File: config.mk
export PLATFORM = sky130hd
export DESIGN_NAME = program_loader
export DESIGN_NICKNAME = d
export VERILOG_FILES = /design/src/rtl/program_loader.sv
export SDC_FILE = /design/constraint.sdc
export NUM_CORES = 1
export LEC_CHECK = 0
export ABC_AREA = 1
export BUFFER_PORTS_ARGS = -buffer_cell sky130_fd_sc_hd__buf_2
export CORE_AREA = 2 2 71 73
export CTS_BUF_LIST = sky130_fd_sc_hd__clkbuf_8 sky130_fd_sc_hd__clkbuf_16
export DETAILED_ROUTE_END_ITERATION = 6
export DIE_AREA = 0 0 73 75
export HOLD_SLACK_MARGIN = 0.03
export PLACE_DENSITY = 0.78
export SYNTH_ARGS = -nofsm -noshare
export SYNTH_HDL_FRONTEND = slang
export SYNTH_SLANG_ARGS = --single-unit
File: constraint.sdc
create_clock -name clk -period 5.5 [get_ports clk]
set_input_delay 0.55 -clock clk [delete_from_list [all_inputs] [get_ports clk]]
set_output_delay 0.55 -clock clk [all_outputs]
set_load 0.01 [all_outputs]
File: src/rtl/program_loader.sv
// program_loader: frames a length/payload/checksum byte stream into memory and releases the CPU on a clean load.
module program_loader #(
  parameter int ADDR_W = 5,
  parameter int DATA_W = 8,
  parameter int DEPTH  = 2**ADDR_W
) (
  input  logic              clk,
  input  logic              rst,
  input  logic              start,
  input  logic [DATA_W-1:0] in_data,
  input  logic              in_valid,
  output logic              in_ready,
  output logic              mem_we,
  output logic [ADDR_W-1:0] mem_addr,
  output logic [DATA_W-1:0] mem_wdata,
  output logic              cpu_rst,
  output logic              busy,
  output logic              done,
  output logic              err
);
  typedef enum logic [2:0] {IDLE, LEN, LOAD, CSUM, DONE, ERROR} state_t;
  localparam logic [DATA_W-1:0] DEPTH_B = DATA_W'(DEPTH);
  state_t            state_q, state_d;
  logic [ADDR_W:0]   idx_q, idx_d, len_q, len_d;
  logic [DATA_W-1:0] sum_q, sum_d;
  logic              in_ready_q, in_ready_d, mem_we_q, mem_we_d;
  logic [ADDR_W-1:0] mem_addr_q, mem_addr_d;
  logic [DATA_W-1:0] mem_wdata_q, mem_wdata_d;
  logic              cpu_rst_q, cpu_rst_d, busy_q, busy_d, done_q, done_d, err_q, err_d;
  logic              xfer;
  assign xfer      = in_valid && in_ready_q;
  assign in_ready  = in_ready_q;
  assign mem_we    = mem_we_q;
  assign mem_addr  = mem_addr_q;
  assign mem_wdata = mem_wdata_q;
  assign cpu_rst   = cpu_rst_q;
  assign busy      = busy_q;
  assign done      = done_q;
  assign err       = err_q;
  always_comb begin
    state_d     = state_q;
    idx_d       = idx_q;
    len_d       = len_q;
    sum_d       = sum_q;
    mem_we_d    = 1'b0;
    mem_addr_d  = mem_addr_q;
    mem_wdata_d = mem_wdata_q;
    cpu_rst_d   = cpu_rst_q;
    done_d      = done_q;
    err_d       = err_q;
    case (state_q)
      IDLE, DONE, ERROR: if (start) begin
        state_d   = LEN;
        cpu_rst_d = 1'b1;
        done_d    = 1'b0;
        err_d     = 1'b0;
        sum_d     = '0;
        idx_d     = '0;
      end
      LEN: if (xfer) begin
        sum_d   = in_data;
        len_d   = in_data[ADDR_W:0];
        state_d = (in_data == '0 || in_data > DEPTH_B) ? ERROR : LOAD;
        err_d   = (in_data == '0 || in_data > DEPTH_B);
      end
      LOAD: if (xfer) begin
        mem_we_d    = 1'b1;
        mem_addr_d  = idx_q[ADDR_W-1:0];
        mem_wdata_d = in_data;
        sum_d       = sum_q + in_data;
        idx_d       = idx_q + 1'b1;
        state_d     = (idx_d == len_q) ? CSUM : LOAD;
      end
      CSUM: if (xfer) begin
        state_d   = (DATA_W'(sum_q + in_data) == '0) ? DONE : ERROR;
        done_d    = (state_d == DONE);
        err_d     = (state_d == ERROR);
        cpu_rst_d = (state_d == ERROR);
      end
      default: state_d = IDLE;
    endcase
    in_ready_d = (state_d == LEN) || (state_d == LOAD) || (state_d == CSUM);
    busy_d     = in_ready_d;
  end
  always_ff @(posedge clk or posedge rst) begin
    if (rst) begin
      state_q     <= IDLE;
      idx_q       <= '0;
      len_q       <= '0;
      sum_q       <= '0;
      in_ready_q  <= 1'b0;
      mem_we_q    <= 1'b0;
      mem_addr_q  <= '0;
      mem_wdata_q <= '0;
      cpu_rst_q   <= 1'b1;
      busy_q      <= 1'b0;
      done_q      <= 1'b0;
      err_q       <= 1'b0;
    end else begin
      state_q     <= state_d;
      idx_q       <= idx_d;
      len_q       <= len_d;
      sum_q       <= sum_d;
      in_ready_q  <= in_ready_d;
      mem_we_q    <= mem_we_d;
      mem_addr_q  <= mem_addr_d;
      mem_wdata_q <= mem_wdata_d;
      cpu_rst_q   <= cpu_rst_d;
      busy_q      <= busy_d;
      done_q      <= done_d;
      err_q       <= err_d;
    end
  end
endmodule
==> reports/metrics.yaml, run 1 <==
run_status:
  status: "complete, no violations"
cells_and_area:
  layout_commonest_cell: "nand2_1"
  stdcell_count: 405
  insertedDiodeCount: 0
  drive_above_1_share_pct: 14.0
  utilization_pct: 56.3
  fin_nets: 372
  final_cell_mix: "nand2_1, inv_1, dfrtp_1"
  fill_cells: 449
  area_growth_pct: 12.6
critical_path:
  cp_top_family: "compound AO/OA/AOI/OAI gates"
  slowest_stage: "dfrtp_1"
  crit_buf_inv: 2
  max_stage_delay_ns: 0.42
  r2r-start: "state_q[2]"
  cp-start-kind: "register"
  crit_chain: "inv_1 -> nand2_1 -> nor2_4 -> nand2_1 -> a21oi_4 -> inv_2 -> a21oi_1 -> a21oi_1"
  worstPathArrival_ns: 2.22
  worstSetupPathType: "register to register"
  endpoint_kind: "register"
  crit_fanout: 14
  cp_data_required_time_ns: 5.67
  crit_start: "state_q[2]"
synth:
  ys_ff_latch: 41
  ys_seq_area_share_pct: 44.0
  synthCells: 317
  syn_avg_cell_area_um2: 7.36
  yosys_warnings: 0
  synth_cell_types: 29
  syn_nets: 338
  synth_fa_ha_area_share_pct: 5.15
  netlist_area_um2: 2330
  synth-compound-area-share_pct: 11.8
  synthMuxAreaShare_pct: 0
  synth_top_family_by_area: "simple AND/OR/NAND/NOR gates"
  yosys.area_share.simple_pct: 28.6
  synth-xor-area-share_pct: 0.751
die:
  die_x_um: 73
  start_util_pct: 50.0
  coreArea_um2: 4660
  num_rows: 25
  boundaryPins: 31
  dieArea_um2: 5480
  die-height_um: 75
grt:
  grt_pass1_vias: 2034
  grt_pass1_wl_um: 9040
  antenna_found_initial: 0
  overflow: 0
  grt_use_total_pct: 21.0
  grt_max_degree: 42
sta:
  finalHoldViolations: 0
  max_freq_mhz: 488
  skew_ns: 0.00659
  tightest_slew_ns: 0.511
  worst_slack_ns: 3.45
  fin_crit_ns: 2.05
  rsz0062_at_grt: "false"
  slew_viol_final: 0
  fin_crit_sh_pct: 37.3
  maxSlewHeadroom_pct: 65.9
  setup-tns-final_ns: 0
  finalSetupViolations: 0
clock_network:
  cts_tree: "done"
  clk_latency_ns: 0.29
  cts_root_buf: "clkbuf_8"
  cts_buffer_depth: 2
  cts_hold_buf: 0
  clkTransAtPathRegs_ns: 0.08
  cts_buffers: 5
  htreeDepth: 2
  postCtsSetupRepairBufs: 0
  postCtsResizedCells: 0
  clock_sinks: 41
drt:
  drt_iter0_markers: 147
  wl_per_cell_um: 12.4
  vias: 2121
  ant_nets: 0
  drcViolationCount: 0
  dr.pass1.iters: 5
  routed_wl_um: 5020
  vias_per_cell: 5.24
power:
  power_density_nw_per_um2: 512
  power.leakage_nw: 1.46
  total_power_mw: 1.34
  peakVddDrop_uv: 265
worst_hold_path:
  min_path_type: "input port to asynchronous set/reset pin"
place:
  place_inst: 398
  io_buffers: 30
  dp_hpwl_um: 3860
  pre_cts_ws_ns: 3.19
  globalplace.congestion: 0.846
job:
  cap_viol_max_count: 0
[registers in the layout, indices dropped and copies added (netlist names)]
signal     count
idx_q          6
state_q        3
mem_addr       5
mem_wdata      8
err            1
busy           1
cpu_rst        1
len_q          6
mem_we         1
done           1
sum_q          8
[final timing paths]
path / end / slack [ns] / depth (start not counted)
setup / recovery: sum_q[5] / 3.45 / 8
hold / removal: idx_q[5] / 0.37 / 3
setup reg to reg: sum_q[5] / 3.45 / 8
hold reg to reg: mem_wdata[6] / 0.48 / 2
max in group asynchronous: cpu_rst / 4.75 / 3
min in group clk: mem_wdata[6] / 0.48 / 2
[through the flow]
stage | hold slack [ns] | area [µm²]
4_1_cts | 0.398 | 2630
6_report | 0.373 | 2630
3_5_place_dp | 0.467 | 2540
2_1_floorplan | 0.446 | 2330
3_3_place_gp | 0.459 | 2540
5_1_grt | 0.436 | 2630
[cell type report]
cell class | instances | area, µm² | share of cell area, %
timing repair buffer | 31 | 158 | 6.01
multi-input combinational | 217 | 1080 | 41.1
inverter | 55 | 206 | 7.86
tap | 54 | 67.6 | 2.57
sequential | 41 | 1030 | 39.1
clock buffer | 6 | 82.6 | 3.15
clock inverter | 1 | 3.75 | 0.143
[metal layers]
layer	up-vias	share of wire (%)	track usage, %
li1	1071	-	-
met1	1000	44	26.8
met4	0	1.8	6.58
met5	-	0	0
met3	9	3.4	4.02
met2	41	51	36.2
[report_power, final]
group	internal, mW	switching [mW]	total [mW]
clock	0.0977	0.0973	0.195
combinational	0.240	0.426	0.666
sequential	0.413	0.0692	0.482
[Yosys cell counts]
master    count  area share, %
buf_4         1           0.32
o21ai_2       1           0.38
nor2_1       22            3.5
inv_1        50            8.0
dfrtp_1      40             43
clkinv_1      1           0.16
nand2_2       1           0.27
o22ai_1       8            2.1
a21oi_1      12            2.6
or2_2         1           0.27
a21oi_4       1           0.70
clkbuf_1      3           0.48
o21bai_1      1           0.32
inv_2         4           0.64
o21ai_0      22            4.7
nor2_4        1           0.48
nor3_4        1           0.70
xnor2_1       2           0.75
a22oi_1       1           0.32
dfstp_2       1            1.1
nand4_1       5            1.3
nor3_1        1           0.21
nand3_1      23            4.9
ha_1          8            4.3
nor2_2        1           0.27
o21ai_1       3           0.64
nand2_1      99             16
fa_1          1           0.86
nand3b_1      2           0.64
[tightest hold or removal path, cell delays in order]
cell	delay, ns
buf_2	0.09
inv_1	0.04
buf_4	0.42
[cells by family (layout without fill, tap and decap cells)]
kind of cell / Yosys count / after routing
simple gates: 157 / 157
flops: 41 / 41
compound gates: 49 / 49
xor+xnor: 2 / 2
fa+ha+maj: 9 / 9
buf+inv: 59 / 93
No activity file was read; power rests on OpenSTA's default activity.
==> run 2, diff against run 1 <==
==> config.mk (replaced) <==
export PLATFORM = sky130hd
export DESIGN_NAME = program_loader
export DESIGN_NICKNAME = d
export VERILOG_FILES = /design/src/rtl/program_loader.sv
export SDC_FILE = /design/constraint.sdc
export NUM_CORES = 1
export LEC_CHECK = 0
export ABC_AREA = 0
export BUFFER_PORTS_ARGS = -buffer_cell sky130_fd_sc_hd__buf_2
export CORE_AREA = 2 2 70 72
export CTS_BUF_LIST = sky130_fd_sc_hd__clkbuf_8 sky130_fd_sc_hd__clkbuf_16
export DETAILED_ROUTE_END_ITERATION = 6
export DIE_AREA = 0 0 72 74
export HOLD_SLACK_MARGIN = 0.03
export PLACE_DENSITY = 0.81
export SYNTH_ARGS = -nofsm -noshare
export SYNTH_HDL_FRONTEND = slang
export SYNTH_SLANG_ARGS = --single-unit
==> constraint.sdc (replaced) <==
create_clock -name clk -period 1.85 [get_ports clk]
set_input_delay 0.185 -clock clk [delete_from_list [all_inputs] [get_ports clk]]
set_output_delay 0.185 -clock clk [all_outputs]
set_load 0.01 [all_outputs]
==> run 2 against run 1 <==
Largest cell class unchanged. Flip-flop and latch count did not move. Wire length rose by 20%. The run now ends with negative setup slack left. Die area fell by 2.7%. Total power rose to 3.1 times the previous value. Worst setup slack got worse by 4.2 ns. Register-to-register slack got worse by 4.2 ns. Clock skew rose by 0.0034 ns. First-iteration DRC count rose by 31%. Sequential share of layout area fell by 4.6 points. Global-route usage rose by 1.7 points. Combinational power rose to 3.2 times the previous value. Area after synthesis fell by 3.5%.
==> reports/metrics.yaml, run 2 <==
run_status:
  status: "finished, violations left"
  violations: "negative setup slack"
power:
  switching_share_pct: 38.6  # -5.6 points
  power_frac_clock_pct: 17.1  # +2.6 points
  p_seq_share_pct: 31.0  # -4.9 points
  p_comb_share_pct: 51.8  # +2.2 points
  peakVddDrop_uv: 700  # +160%
  power_density_nw_per_um2: 1400  # +170%
  intPower_mw: 2.55  # +240%
  p_switching_mw: 1.60  # +170%
  power.leakage_nw: 1.48  # +0.95%
  total_power_mw: 4.16  # +210%
cells_and_area:
  final_cell_mix: "nand2_1, buf_4, dfrtp_1"
  multi_input_area_um2: 1270  # +18%
  layout_commonest_cell: "nand2_1"
  area_growth_pct: 32.2
  stdcell_count: 365  # -9.9%
  fin_nets: 332  # -11%
  insertedDiodeCount: 0  # unchanged
  fill_cells: 345  # -23%
  final_area_um2: 2980  # +13%
  drive_above_1_share_pct: 33.4  # +19 points
  seq_area_um2: 1030  # unchanged
die:
  dieArea_um2: 5330  # -2.7%
  die_x_um: 72  # -1.4%
  start_util_pct: 49.0  # -1.1 points
  num_rows: 25  # unchanged
  coreArea_um2: 4600  # -1.3%
  die-height_um: 74  # -1.3%
  boundaryPins: 31  # unchanged
place:
  dp_hpwl_um: 4070  # +5.5%
  io_buffers: 30  # unchanged
  globalplace.congestion: 1.01  # +19%
  place_inst: 355  # -11%
  place_area_um2: 2750  # +8.1%
  pre_cts_ws_ns: -0.628  # -3.81 ns
sta:
  fin_crit_ns: 2.57  # +0.516 ns
  tightest_slew_ns: 0.800  # +0.289 ns
  fin_crit_sh_pct: 139  # +100 points
  rsz0062_at_grt: "true"
  skew_ns: 0.00998  # +0.00340 ns
  worst_slack_ns: -0.716  # -4.17 ns
  whs_ns: 0.161  # -0.211 ns
  slew_viol_final: 0  # unchanged
  finalSetupViolations: 8  # +8
  finalHoldViolations: 0  # unchanged
  max_freq_mhz: 390  # -20%
  maxSlewHeadroom_pct: 45.3  # -21 points
critical_path:
  endpoint_kind: "register"
  worstSetupPathType: "register to register"
  cp_data_required_time_ns: 2.02  # -3.65 ns
  crit_fanout: 5  # -9
  cp-start-kind: "register"
  worstPathArrival_ns: 2.73  # +0.51 ns
grt:
  overflow: 0  # unchanged
  grt_max_degree: 42  # unchanged
  grt_use_total_pct: 22.7  # +1.7 points
  antenna_found_initial: 0  # unchanged
  grt_pass1_wl_um: 9260  # +2.4%
  grt_pass1_vias: 2011  # -1.1%
clock_network:
  cts_buffers: 5  # unchanged
  clk_latency_ns: 0.30  # about the same
  htreeDepth: 2  # unchanged
  clock_sinks: 41  # unchanged
  cts_buffer_depth: 2  # unchanged
  cts_tree: "done"
  clkTransAtPathRegs_ns: 0.09  # about the same
  cts_root_buf: "clkbuf_8"
synth:
  synth_cell_types: 45  # +55%
  ys_seq_area_share_pct: 45.6  # +1.6 points
  netlist_area_um2: 2250  # -3.5%
  yosys_warnings: 0  # unchanged
  ys_top_cells_by_count: "nand2_1, dfrtp_1, nor2_1, o21ai_0, inv_1"
  yosys.area.top_type: "dfrtp_1"
  syn_avg_cell_area_um2: 9.38  # +27%
  synthFlopType: "dfrtp_1"
  synthCells: 240  # -24%
  yosysTopAreaCellShare_pct: 44.5  # +1.6 points
  syn_nets: 261  # -23%
  synth_most_common_cell: "nand2_1"
  async_flop_share_pct: 100  # unchanged
  synth.area.top_cells: "dfrtp_1, nand2_1, ha_1"
  synth-edff-count: 0  # unchanged
  ys_ff_latch: 41  # unchanged
drt:
  drt_iter0_markers: 192  # +31%
  wl_per_cell_um: 16.6  # +33%
  vias: 2115  # -0.28%
  vias_per_cell: 5.79  # +11%
  drcViolationCount: 0  # unchanged
  ant_nets: 0  # unchanged
  dr.pass1.iters: 4  # -1
  routed_wl_um: 6040  # +20%
worst_hold_path:
  min_path_type: "input port to register"
job:
  cap_viol_max_count: 0  # unchanged
-- run 2: worst max-delay path: stages, from the launching register on --
cell      delay, ns
dfrtp_1        0.43
ha_4           0.18
buf_4          0.14
a211oi_4       0.28
o31ai_4        0.14
xor2_2         0.19
or4b_4         0.57
o311ai_4       0.39
a21oi_1        0.12
-- run 2: area by class of cell --
class,instances,share of cell area (%)
clock buffers,5,2.31
flip-flops and latches,41,34.5
clock inverters,2,1.18
repair buffers,72,15.7
well taps,54,2.27
multi-input cells,182,42.9
inverters,9,1.14
-- run 2: metal layers --
metal  track usage [%]  share of wire (%)
met5                 0                  0
met1              28.7                 41
met2              38.2                 51
met4              10.9                3.8
met3              3.93                4.7
-- run 2: worst paths after layout --
kind / start / to / slack, ns / cells past startpoint
max in group asynchronous: rst / cpu_rst / 0.91 / 4
min reg2reg: mem_wdata[0] / mem_wdata[0] / 0.47 / 2
min: in_data[6] / mem_wdata[6] / 0.16 / 3
max reg2reg: sum_q[0] / busy / -0.72 / 8
max: sum_q[0] / busy / -0.72 / 8
min in group asynchronous: rst / mem_wdata[6] / 0.56 / 4
-- run 2: cells by family (layout without fill, tap and decap cells) --
logic type | after synthesis | after routing | share of synthesized area [%]
XOR/XNOR | 13 | 13 | 5.06
multiplexers | 7 | 7 | 3.45
AO/OA/AOI/OAI | 59 | 59 | 18.5
adder cells (fa/ha/maj) | 9 | 9 | 5.34
AND/OR/NAND/NOR | 94 | 94 | 19.0
flip-flops | 41 | 41 | 45.6
buffers and inverters | 17 | 88 | 3.00
-- run 2: metrics by stage --
stage	setup TNS [ns]	utilization, %
2_1_floorplan	-2.34	-
3_3_place_gp	-2.86	59.7
3_5_place_dp	-3.46	59.7
4_1_cts	-3.40	63.8
5_1_grt	-5.11	64.7
6_report	-4.28	64.7
-- run 2: repair_timing --
action,CTS,global route
gates resized for setup,9,8
buffers inserted,2,0
endpoints found under the setup margin,8,9
hold buffers,1,0
endpoints found under the hold margin,23,0
pin swaps,6,4
-- run 2: power by group through the flow --
stage | clock network, mW | logic, mW | registers [mW]
floorplan | 0 | 1.10 | 1.29
global placement | 0 | 1.76 | 1.28
detailed placement | 0 | 1.83 | 1.29
CTS | 0.716 | 1.98 | 1.28
global route | 0.747 | 2.33 | 1.32
finish | 0.713 | 2.16 | 1.29
